[config.mk]
export PLATFORM = sky130hd
export DESIGN_NAME = hazard_fwd_ctrl_flat
export DESIGN_NICKNAME = d
export VERILOG_FILES = /design/src/rtl/hazard_fwd_ctrl_if.sv /design/src/rtl/hazard_fwd_ctrl.sv /design/src/flat_wrapper.sv
export SDC_FILE = /design/constraint.sdc
export NUM_CORES = 1
export LEC_CHECK = 0
export ABC_AREA = 1
export ABC_CLOCK_PERIOD_IN_PS = 2350
export CORE_MARGIN = 3
export CORE_UTILIZATION = 57
export CTS_CLUSTER_DIAMETER = 60
export DETAILED_ROUTE_END_ITERATION = 8
export GPL_TIMING_DRIVEN = 0
export PLACE_DENSITY_LB_ADDON = 0.1
export SYNTH_ARGS = -nofsm -noshare
export SYNTH_HDL_FRONTEND = slang
export SYNTH_SLANG_ARGS = --single-unit
[constraint.sdc]
create_clock -name clk -period 2.35 [get_ports clk]
set_input_delay 0.235 -clock clk [delete_from_list [all_inputs] [get_ports clk]]
set_output_delay 0.235 -clock clk [all_outputs]
set_load 0.05 [all_outputs]
[src/rtl/hazard_fwd_ctrl_if.sv]
// D/E-stage hazard bundle between pipeline datapath and hazard_fwd_ctrl.
// master = datapath side, slave = controller side.
interface hazard_fwd_ctrl_if;
    logic [4:0] d_rs;
    logic [4:0] d_rt;
    logic [1:0] d_tuse_rs;
    logic [1:0] d_tuse_rt;
    logic [4:0] d_dst;
    logic [1:0] d_tnew;
    logic       d_md;
    logic       e_md_start;
    logic       e_md_div;
    logic       stall;
    logic [1:0] d_fwd_rs;
    logic [1:0] d_fwd_rt;
    logic [1:0] e_fwd_rs;
    logic [1:0] e_fwd_rt;
    logic       md_busy;

    modport master (
        output d_rs, d_rt, d_tuse_rs, d_tuse_rt,
        output d_dst, d_tnew, d_md,
        output e_md_start, e_md_div,
        input  stall, d_fwd_rs, d_fwd_rt,
        input  e_fwd_rs, e_fwd_rt, md_busy
    );

    modport slave (
        input  d_rs, d_rt, d_tuse_rs, d_tuse_rt,
        input  d_dst, d_tnew, d_md,
        input  e_md_start, e_md_div,
        output stall, d_fwd_rs, d_fwd_rt,
        output e_fwd_rs, e_fwd_rt, md_busy
    );
endinterface

[src/rtl/hazard_fwd_ctrl.sv]
// Hazard/forwarding controller with E/M/W dst+Tnew shadow slots.
// Define HAZARD_MD_EN to build in the mult/div busy tracker.
module hazard_fwd_ctrl #(
    parameter int MD_MULT_CYC = 5,
    parameter int MD_DIV_CYC  = 10
) (
    input logic           clk,
    input logic           reset_n,
    hazard_fwd_ctrl_if.slave bus
);

    typedef struct packed {
        logic [4:0] dst;
        logic [1:0] tnew;
    } slot_t;

    slot_t      e_q;
    slot_t      m_q;
    slot_t      w_q;
    logic [4:0] e_rs_q;
    logic [4:0] e_rt_q;

    logic rs_stall;
    logic rt_stall;
    logic md_stall;

    function automatic logic [1:0] sat_dec(
        input logic [1:0] t
    );
        return (t == 2'd0) ? 2'd0 : t - 2'd1;
    endfunction

    function automatic logic op_stall(
        input logic [4:0] r,
        input logic [1:0] tuse,
        input slot_t      e,
        input slot_t      m
    );
        logic hit_e;
        logic hit_m;
        hit_e = (e.dst == r) && (e.tnew > tuse);
        hit_m = (m.dst == r) && (m.tnew > tuse);
        return (tuse != 2'd3) && (r != 5'd0)
            && (hit_e || hit_m);
    endfunction

    // Youngest matching stage wins, even if not ready yet.
    function automatic logic [1:0] d_sel(
        input logic [4:0] r,
        input slot_t      e,
        input slot_t      m,
        input slot_t      w
    );
        logic [1:0] sel;
        sel = 2'b00;
        priority case (1'b1)
            (r == 5'd0):
                sel = 2'b00;
            (e.dst == r):
                sel = (e.tnew == 2'd0) ? 2'b01 : 2'b00;
            (m.dst == r):
                sel = (m.tnew == 2'd0) ? 2'b10 : 2'b00;
            (w.dst == r):
                sel = (w.tnew == 2'd0) ? 2'b11 : 2'b00;
            default:
                sel = 2'b00;
        endcase
        return sel;
    endfunction

    function automatic logic [1:0] e_sel(
        input logic [4:0] r,
        input slot_t      m,
        input slot_t      w
    );
        logic [1:0] sel;
        sel = 2'b00;
        priority case (1'b1)
            (r == 5'd0):
                sel = 2'b00;
            (m.dst == r && m.tnew == 2'd0):
                sel = 2'b01;
            (w.dst == r):
                sel = 2'b10;
            default:
                sel = 2'b00;
        endcase
        return sel;
    endfunction

    always_ff @(posedge clk or negedge reset_n) begin
        if (!reset_n) begin
            e_q    <= '0;
            m_q    <= '0;
            w_q    <= '0;
            e_rs_q <= '0;
            e_rt_q <= '0;
        end else begin
            if (bus.stall) begin
                e_q    <= '0;
                e_rs_q <= '0;
                e_rt_q <= '0;
            end else begin
                e_q.dst  <= bus.d_dst;
                e_q.tnew <= bus.d_tnew;
                e_rs_q   <= bus.d_rs;
                e_rt_q   <= bus.d_rt;
            end
            m_q.dst  <= e_q.dst;
            m_q.tnew <= sat_dec(e_q.tnew);
            w_q.dst  <= m_q.dst;
            w_q.tnew <= sat_dec(m_q.tnew);
        end
    end

`ifdef HAZARD_MD_EN
    localparam int MD_MAX = (MD_DIV_CYC > MD_MULT_CYC)
                          ? MD_DIV_CYC : MD_MULT_CYC;
    localparam int CW = $clog2(MD_MAX + 1);

    logic [CW-1:0] md_cnt_q;

    always_ff @(posedge clk or negedge reset_n) begin
        if (!reset_n) begin
            md_cnt_q <= '0;
        end else if (bus.e_md_start) begin
            md_cnt_q <= bus.e_md_div ? CW'(MD_DIV_CYC)
                                     : CW'(MD_MULT_CYC);
        end else if (md_cnt_q != '0) begin
            md_cnt_q <= md_cnt_q - CW'(1);
        end
    end

    assign bus.md_busy = (md_cnt_q != '0);
    assign md_stall    = bus.d_md
                       & (bus.md_busy | bus.e_md_start);
`else
    logic md_unused;
    assign md_unused = ^{bus.d_md, bus.e_md_start,
                         bus.e_md_div,
                         MD_MULT_CYC[0], MD_DIV_CYC[0]};
    assign bus.md_busy = 1'b0;
    assign md_stall    = 1'b0;
`endif

    assign rs_stall = op_stall(bus.d_rs, bus.d_tuse_rs,
                               e_q, m_q);
    assign rt_stall = op_stall(bus.d_rt, bus.d_tuse_rt,
                               e_q, m_q);

    // Reset forces stall low even with a same-cycle md start.
    assign bus.stall = reset_n
                     & (rs_stall | rt_stall | md_stall);

    assign bus.d_fwd_rs = d_sel(bus.d_rs, e_q, m_q, w_q);
    assign bus.d_fwd_rt = d_sel(bus.d_rt, e_q, m_q, w_q);
    assign bus.e_fwd_rs = e_sel(e_rs_q, m_q, w_q);
    assign bus.e_fwd_rt = e_sel(e_rt_q, m_q, w_q);

endmodule

[src/flat_wrapper.sv]
// flat-port wrapper written by rule: the top's interface ports become plain ports
module hazard_fwd_ctrl_flat 
#(
    parameter int MD_MULT_CYC = 5,
    parameter int MD_DIV_CYC  = 10
)
  (clk, reset_n, bus_d_rs, bus_d_rt, bus_d_tuse_rs, bus_d_tuse_rt, bus_d_dst, bus_d_tnew, bus_d_md, bus_e_md_start, bus_e_md_div, bus_stall, bus_d_fwd_rs, bus_d_fwd_rt, bus_e_fwd_rs, bus_e_fwd_rt, bus_md_busy);
  hazard_fwd_ctrl_if bus_i ();
  input logic clk;
  input logic reset_n;
  input wire logic [$bits(bus_i.d_rs)-1:0] bus_d_rs;
  input wire logic [$bits(bus_i.d_rt)-1:0] bus_d_rt;
  input wire logic [$bits(bus_i.d_tuse_rs)-1:0] bus_d_tuse_rs;
  input wire logic [$bits(bus_i.d_tuse_rt)-1:0] bus_d_tuse_rt;
  input wire logic [$bits(bus_i.d_dst)-1:0] bus_d_dst;
  input wire logic [$bits(bus_i.d_tnew)-1:0] bus_d_tnew;
  input wire logic [$bits(bus_i.d_md)-1:0] bus_d_md;
  input wire logic [$bits(bus_i.e_md_start)-1:0] bus_e_md_start;
  input wire logic [$bits(bus_i.e_md_div)-1:0] bus_e_md_div;
  output wire logic [$bits(bus_i.stall)-1:0] bus_stall;
  output wire logic [$bits(bus_i.d_fwd_rs)-1:0] bus_d_fwd_rs;
  output wire logic [$bits(bus_i.d_fwd_rt)-1:0] bus_d_fwd_rt;
  output wire logic [$bits(bus_i.e_fwd_rs)-1:0] bus_e_fwd_rs;
  output wire logic [$bits(bus_i.e_fwd_rt)-1:0] bus_e_fwd_rt;
  output wire logic [$bits(bus_i.md_busy)-1:0] bus_md_busy;
  assign bus_i.d_rs = bus_d_rs;
  assign bus_i.d_rt = bus_d_rt;
  assign bus_i.d_tuse_rs = bus_d_tuse_rs;
  assign bus_i.d_tuse_rt = bus_d_tuse_rt;
  assign bus_i.d_dst = bus_d_dst;
  assign bus_i.d_tnew = bus_d_tnew;
  assign bus_i.d_md = bus_d_md;
  assign bus_i.e_md_start = bus_e_md_start;
  assign bus_i.e_md_div = bus_e_md_div;
  assign bus_stall = bus_i.stall;
  assign bus_d_fwd_rs = bus_i.d_fwd_rs;
  assign bus_d_fwd_rt = bus_i.d_fwd_rt;
  assign bus_e_fwd_rs = bus_i.e_fwd_rs;
  assign bus_e_fwd_rt = bus_i.e_fwd_rt;
  assign bus_md_busy = bus_i.md_busy;
  hazard_fwd_ctrl #(.MD_MULT_CYC(MD_MULT_CYC), .MD_DIV_CYC(MD_DIV_CYC)) u_core (.clk(clk), .reset_n(reset_n), .bus(bus_i));
endmodule
## Yosys cells after proc, flatten, opt, wreduce, memory -nomap -nowiden

Cells that the tools add are included.
W data, S select, Z words.

| word-level totals | value |
|---|---|
| register bits | 31 |
| input port bits | 26 |
| output and inout bits | 10 |
| word-level logic and storage cells | 71 |

| cells by class | value |
|---|---|
| $add $sub $neg | 2 |
| $lt $le $gt $ge | 4 |
| equality and inequality tests | 12 |
| mux-type cells | 22 |
| bitwise operators | 2 |
| reductions and logical operators | 21 |

Operator list:

| kind | count |
|---|---|
| $eq A5 B5 Y1 | 10 |
| $mux W2 | 18 |
| $logic_not A5 Y1 | 4 |
| $logic_and A1 B1 Y1 | 10 |
| $mux W5 | 2 |
| $reduce_bool A5 Y1 | 2 |
| $gt A2 B2 Y1 | 4 |
| $mux W7 | 1 |
| $logic_not A2 Y1 | 3 |
| $ne A2 B2 Y1 const B | 2 |
| $sub A2 B1 Y2 const B | 2 |
| $logic_or A1 B1 Y1 | 2 |
| $and A1 B1 Y1 | 1 |
| $mux W1 | 1 |
| $or A1 B1 Y1 | 1 |

## Longest topological paths before layout

Gate-level depths: netlist of the first run.

| depth | value |
|---|---|
| depth in word-level cells | 7 |
| mapped depth | 11 |
| depth with buffers taken out | 10 |

## Worst setup path before layout of the first run

OpenSTA, ideal clock, no wires.

| timing | value |
|---|---|
| path type | reg-to-output |
| start | reg u_core.e_q[1] in the netlist's numbering |
| end | out bus_stall |
| data arrival time | 2.294 ns |
| data required time | 2.115 ns |
| setup slack | -0.179 ns |
| stages on the path, launching flop included | 8 |
| path buffers | 0 |
| cell sequence | dfrtp_1 ha_1 nand2_1 a21boi_0 nand4_1 nand2_1 nand2_2 a21boi_0 |

| on the way | value |
|---|---|
| cells in the longest elaborated chain, start to end | 6 |
| elaborated cells between the ends (all ways) | 10 |
| classes of those cells | order compare (2); bitwise (2); reduce/logical (6) |

Ends and longest elaborated chain:

| element | line | text |
|---|---|---|
| start, declared | hazard_fwd_ctrl.sv:17 | `slot_t e_q;` |
| $gt A2 B2 Y1 | hazard_fwd_ctrl.sv:41 | `hit_e = (e.dst == r) && (e.tnew > tuse);` |
| $logic_and A1 B1 Y1 | hazard_fwd_ctrl.sv:41 |  |
| $logic_or A1 B1 Y1 | hazard_fwd_ctrl.sv:44 | `&& (hit_e \|\| hit_m);` |
| $logic_and A1 B1 Y1 | hazard_fwd_ctrl.sv:44 |  |
| $or A1 B1 Y1 (*) | hazard_fwd_ctrl.sv:153 | `& (rs_stall \| rt_stall \| md_stall);` |
| $and A1 B1 Y1 (*) | hazard_fwd_ctrl.sv:153 |  |
| end, declared | flat_wrapper.sv:20 | `output wire logic [$bits(bus_i.stall)-1:0] bus_stall;` |

Mark *: on every way between the ends. The rest lies on a longest branch, timed or not.

## Final worst setup path of the first run

| timing | value |
|---|---|
| start | in bus_d_rs[0] |
| end | out bus_d_fwd_rs[1] |

| on the way | value |
|---|---|
| cells in the longest elaborated chain, start to end | 5 |
| elaborated cells between the ends (all ways) | 8 |
| classes of those cells | eq/ne (3); mux (4); reduce/logical (1) |

Ends and longest elaborated chain:

| element | line | text |
|---|---|---|
| start, declared | flat_wrapper.sv:11 | `input wire logic [$bits(bus_i.d_rs)-1:0] bus_d_rs;` |
| $eq A5 B5 Y1 | hazard_fwd_ctrl.sv:63 | `(w.dst == r):` |
| $mux W2 (3 in series) | hazard_fwd_ctrl.sv:56 | `priority case (1'b1)` |
| $mux W2 (*) | hazard_fwd_ctrl.sv:56 |  |
| end, declared | flat_wrapper.sv:21 | `output wire logic [$bits(bus_i.d_fwd_rs)-1:0] bus_d_fwd_rs;` |

Marked as above.

==> results.json, run 1 <==
{
  "run_status": "complete, but fails checks",
  "violations": "negative hold slack",
  "dp_hpwl_um": 3779,
  "crit_type": "in2out",
  "power_frac_comb_pct": 23.4,
  "dp.cells": 362,
  "async_flop_share_pct": 100.0,
  "diodes": 0,
  "p_seq_share_pct": 45.6,
  "syn_inst": 287,
  "wl_um": 4763,
  "netlist_area_sq_mm": 0.002117,
  "grt_use_total_pct": 23.56,
  "drive_gt1_share_pct": 10.80,
  "cp_data_arrival_time_ns": 2.06,
  "powerDensity_mw_per_mm2": 532.8,
  "drv_cap": 0,
  "dp_worst_setup_slack_ns": -0.5211,
  "cts_buffers": 5,
  "area_growth_pct": 19.74,
  "vias_per_cell": 5.100,
  "period_share_pct": 97.66,
  "clk_path_buf_depth": 2,
  "ff2ff_path_depth": 9,
  "wl_per_cell_um": 12.87,
  "rows": 21,
  "cts_tree": "yes",
  "die-area_sq_mm": 0.004482,
  "portBuffers": 29,
  "num_vias": 1887,
  "grt_pass1_vias": 1705,
  "setup_ws_ns": 0.05510,
  "insertion_delay_ns": 0.28,
  "postCtsSetupRepairBufs": 0,
  "cp-start-kind": "input port",
  "hold_slack_ns": -0.001018,
  "hold_viol_final": 1,
  "fillers": 292,
  "cp-end-kind": "output pin",
  "layout_common_cells": "72 x nand2_1, 49 x inv_1, 31 x dfrtp_1",
  "setup_violations": 0,
  "cts_sinks": 31,
  "critPathMaxFanout": 6,
  "ios": 36,
  "switching_share_pct": 32.71,
  "grt_max_degree": 33,
  "grt-ovfl-total": 0,
  "die_y_um": 66.95,
  "coreArea_sq_mm": 0.003468,
  "antenna_found_initial": 0,
  "yosysUniqueCellTypes": 30,
  "worst_r2r_startpoint": "u_core.e_q[1]$_DFF_PN0_",
  "yosysWarnings": 0,
  "cp.required_ns": 2.12,
  "power_mw": 1.351,
  "clkTransAtPathRegs_ns": 0.07,
  "hp-class": "in2async",
  "cts-root-buf": "clkbuf_8",
  "h-tree-depth": 2,
  "utilization_pct": 73.09,
  "avgSynthCellArea_sq_um": 7.376,
  "final_common_cell": "nand2_1",
  "cellLeakagePower_nw": 1.359,
  "ys.flop_type": "dfrtp_1",
  "drc": 0,
  "slew_viol_final": 0,
  "start_util_pct": 61.04,
  "max-slew-margin-rel_pct": 53.37,
  "grt_pass1_wl_um": 7721,
  "rsz0062_at_grt": "no",
  "dieWidth_um": 66.95,
  "intPower_mw": 0.9089,
  "peakVddDrop_v": 0.0004172,
  "synth_fp_nets": 321,
  "drtIter0Drc": 129,
  "place.gp.congestion": 0.8839,
  "nNetsFinal": 357,
  "synth-seq-cells": 31,
  "dr.pass1.iters": 5,
  "instances_no_fill": 370,
  "rrSetupSlack_ns": 0.58,
  "cts_hold_buf": 0,
  "synth_edf_count": 0,
  "timing.fmax_mhz": 435.7,
  "clockPowerShare_pct": 30.9,
  "period_minus_slack_ns": 2.295,
  "tightest_slew_ns": 0.6994,
  "p_switching_mw": 0.4418,
  "skew_ns": 0.004289,
  "r2r_end": "u_core.e_rt_q[0]$_DFF_PN0_",
  "synth-seq-area-share_pct": 36.64,
  "final_antenna_net_count": 0
}
synthesized netlist by cell type (2+ instances only):
cell type	n	share of area, %
a21boi_0	5	1.8
a21oi_1	24	5.7
and3_1	3	0.89
buf_4	3	1.1
buf_6	2	1.1
dfrtp_1	31	37
ha_1	8	4.7
inv_1	49	8.7
inv_2	3	0.53
nand2_1	72	13
nand2_2	2	0.59
nand3_1	4	0.95
nand4_1	8	2.4
nor2_1	24	4.3
nor3_1	6	1.4
o21ai_0	2	0.47
or2_2	3	0.89
xnor2_1	17	7.0
xor2_1	10	4.1
per-layer routing:
| metal | track usage (%) | vias to the layer above | wire, um |
|---|---|---|---|
| met4 | 7.342 | 0 | 51 |
| met2 | 39.98 | 57 | 2330 |
| li1 | - | 963 | - |
| met1 | 29.47 | 860 | 2104 |
| met3 | 5.396 | 7 | 276 |
| met5 | 0 | - | 0 |
worst max-delay path by stage:
stage / slack (ns) / startpoint / depth (start not counted) / endpoint
5_1_grt: 0.01 / bus_d_rs[0] / 8 / bus_d_fwd_rs[1]
2_1_floorplan: 0.16 / u_core.m_q[1]$_DFF_PN0_ / 5 / bus_e_fwd_rt[0]
6_report: 0.06 / bus_d_rs[0] / 8 / bus_d_fwd_rs[1]
4_1_cts: 0.01 / bus_d_tuse_rs[1] / 10 / bus_stall
3_5_place_dp: -0.52 / bus_d_tuse_rs[1] / 10 / bus_stall
3_3_place_gp: -0.96 / reset_n / 4 / bus_stall
sequential cells by signal, indices dropped and copies added, names as in the netlist:
| signal | count |
|---|---|
| u_core.e_q | 7 |
| u_core.e_rs_q | 5 |
| u_core.e_rt_q | 5 |
| u_core.m_q | 7 |
| u_core.w_q | 7 |
stage by stage:
step | instance area (sq um) | TNS [ns]
floorplan | 2117 | 0
global placement | 2465 | -6.895
detailed placement | 2460 | -1.870
CTS | 2544 | 0
global route | 2535 | 0
finish | 2535 | 0
area by class of cell:
| cell class | count | area [sq um] | area share (%) |
|---|---|---|---|
| Sequential cell | 31 | 775.7 | 30.60 |
| Clock buffer | 5 | 68.82 | 2.715 |
| Inverter | 52 | 195.2 | 7.700 |
| Timing Repair Buffer | 29 | 260.3 | 10.27 |
| Clock inverter | 3 | 20.02 | 0.7897 |
| Tap cell | 46 | 57.56 | 2.270 |
| Multi-Input combinational cell | 198 | 1104 | 43.53 |
| Buffer | 6 | 53.80 | 2.122 |
power groups by stage:
stage | clock network, mW | logic, mW | registers (mW)
final | 0.418 | 0.316 | 0.617
after detailed placement | 0 | 0.316 | 0.626
after floorplan | 0 | 0.212 | 0.611
after global placement | 0 | 0.309 | 0.625
after CTS | 0.423 | 0.314 | 0.616
after global routing | 0.447 | 0.352 | 0.621
critical path, cell delays in order:
cell             delay [ns]
clkdlybuf4s50_1        0.52
or2_2                  0.34
a21oi_1                0.13
nand4_1                0.10
nor2_1                 0.15
a21oi_1                0.06
nor2_1                 0.13
clkdlybuf4s15_2        0.39
cells by family after synthesis:
group                    count (synthesis)  synth area share (%)
buffers and inverters                   58                 11.76
AO/OA/AOI/OAI                           36                 9.812
AND/OR/NAND/NOR                        126                 25.71
XOR/XNOR                                27                 11.17
adder cells (fa/ha/maj)                  8                 4.728
flip-flops                              31                 36.64
other                                    1                0.1771
repair_timing:
action,4_1_cts,5_1_grt
resized for setup,21,17
setup endpoints to repair,9,5
pin swaps,0,0
No activity file was read; power rests on OpenSTA's default activity.
==> inputs of run 2 (changes only) <==
--- a/config.mk
+++ b/config.mk
@@ -12,7 +12,9 @@
 export CTS_CLUSTER_DIAMETER = 60
 export DETAILED_ROUTE_END_ITERATION = 8
 export GPL_TIMING_DRIVEN = 0
+export HOLD_SLACK_MARGIN = 0.12
 export PLACE_DENSITY_LB_ADDON = 0.1
+export SETUP_SLACK_MARGIN = 0.02
 export SYNTH_ARGS = -nofsm -noshare
 export SYNTH_HDL_FRONTEND = slang
 export SYNTH_SLANG_ARGS = --single-unit
==> run 2 against run 1 <==
The flow now finishes without violations. Sequential cell count stayed put. Count of clock-buffer cells in the layout did not move. Power rose by 0.12%. Largest cell class unchanged.
==> results.json, run 2 (synthesized netlist as in run 1, its figures left out) <==
{
  "setup_ws_ns": 0.07063,
  "timing.fmax_mhz": 438.7,
  "drc": 0,
  "critPathMaxFanout": 6,
  "hp-class": "in2reg",
  "drv_cap": 0,
  "wl_um": 4741,
  "dp_worst_setup_slack_ns": -0.5211,
  "postPlaceCellArea_sq_mm": 0.002460,
  "cp-end-kind": "output pin",
  "nNetsFinal": 358,
  "instances_no_fill": 371,
  "final_antenna_net_count": 0,
  "ff2ff_path_depth": 9,
  "die-area_sq_mm": 0.004482,
  "period_share_pct": 96.99,
  "clk_path_buf_depth": 2,
  "hold_viol_final": 0,
  "stdcell_area_sq_mm": 0.002546,
  "drive_gt1_share_pct": 10.77,
  "skew_ns": 0.004817,
  "coreArea_sq_mm": 0.003468,
  "postCtsSetupRepairBufs": 0,
  "die_y_um": 66.95,
  "cp_data_arrival_time_ns": 2.04,
  "hold_slack_ns": 0.1749,
  "cts_sinks": 31,
  "h-tree-depth": 2,
  "rsz0062_at_grt": "no",
  "rows": 21,
  "grt_max_degree": 33,
  "grt_pass1_wl_um": 7734,
  "num_vias": 1874,
  "worst_r2r_startpoint": "u_core.e_q[1]$_DFF_PN0_",
  "powerDensity_mw_per_mm2": 531.1,
  "cts-root-buf": "clkbuf_8",
  "cts_tree": "yes",
  "final_common_cell": "nand2_1",
  "finalSetupTns_ns": 0,
  "min-delay-start": "bus_d_rs[4]",
  "clkTransAtPathRegs_ns": 0.07,
  "top_regs": "u_core.e_q x7, u_core.m_q x7, u_core.w_q x7",
  "cellLeakagePower_nw": 1.365,
  "period_minus_slack_ns": 2.279,
  "diodes": 0,
  "r2r_end": "u_core.e_rt_q[0]$_DFF_PN0_",
  "grt-ovfl-total": 0,
  "dp_hpwl_um": 3779,
  "min_to": "u_core.e_rs_q[4]$_DFF_PN0_",
  "power_mw": 1.352,
  "wl_per_cell_um": 12.78,
  "grt_use_total_pct": 23.60,
  "ios": 36,
  "whs_path_depth": 3,
  "insertion_delay_ns": 0.28,
  "start_util_pct": 61.04,
  "dp.cells": 362,
  "layout_common_cells": "72 x nand2_1, 49 x inv_1, 31 x dfrtp_1",
  "setup_violations": 0,
  "run_status": "finished clean",
  "portBuffers": 29,
  "area_growth_pct": 20.27,
  "slew_viol_final": 0,
  "grt_pass1_vias": 1708,
  "cp-start-kind": "input port",
  "crit_type": "in2out",
  "cp.required_ns": 2.12,
  "antenna_found_initial": 0,
  "rrSetupSlack_ns": 0.59,
  "dr.pass1.iters": 4,
  "dieWidth_um": 66.95,
  "peakVddDrop_v": 0.0004173,
  "drtIter0Drc": 108,
  "vias_per_cell": 5.051,
  "place.gp.congestion": 0.8839,
  "cts_buffers": 5,
  "utilization_pct": 73.41
}
[run 2: cell count changes in the layout (fill, tap and decap cells not counted), sizes merged]
cell           previous run  this run
clkdlybuf4s18             0         1
dlygate4sd3               0         1
clkdlybuf4s15             1         0
clkbuf                    6         7
buf                      10         9
[run 2: area by class of cell]
class | instances | area, sq um
flip-flops and latches | 31 | 775.7
well taps | 46 | 57.56
inverters | 52 | 195.2
multi-input cells | 198 | 1104
plain buffers | 6 | 53.80
clock buffers | 5 | 68.82
fillers | 291 | 922.1
clock inverters | 3 | 20.02
repair buffers | 30 | 271.5
[run 2: worst max path at each step]
stage	startpoint	end	slack (ns)	cells past startpoint
3_3_place_gp	reset_n	bus_stall	-0.96	4
5_1_grt	bus_d_rs[0]	bus_d_fwd_rs[1]	0.02	8
2_1_floorplan	u_core.m_q[1]$_DFF_PN0_	bus_e_fwd_rt[0]	0.16	5
4_1_cts	bus_d_tuse_rs[1]	bus_stall	0.07	10
3_5_place_dp	bus_d_tuse_rs[1]	bus_stall	-0.52	10
6_report	bus_d_rs[0]	bus_d_fwd_rs[1]	0.07	8
[run 2: power by group]
group          switching [mW]  internal [mW]
combinational           0.180          0.138
sequential             0.0492          0.567
clock                   0.213          0.206
total                   0.442          0.910
[run 2: what timing repair did]
| item | in CTS | in global routing |
|---|---|---|
| resized for setup | 22 | 17 |
| hold endpoints to repair | 31 | 0 |
| hold buffers | 1 | 0 |
| endpoints found under the setup margin | 9 | 6 |
[run 2: critical path, cell delays in order]
cell,delay [ns]
clkdlybuf4s50_1,0.52
or2_2,0.34
a21oi_1,0.13
nand4_1,0.10
nor2_1,0.15
a21oi_1,0.06
nor2_1,0.13
clkdlybuf4s18_2,0.39
[run 2: per-layer routing]
metal / track usage [%] / share of wire, %
met1: 29.47 / 43
met2: 40.10 / 49
met3: 5.396 / 6.4
met4: 7.342 / 1.2
met5: 0 / 0
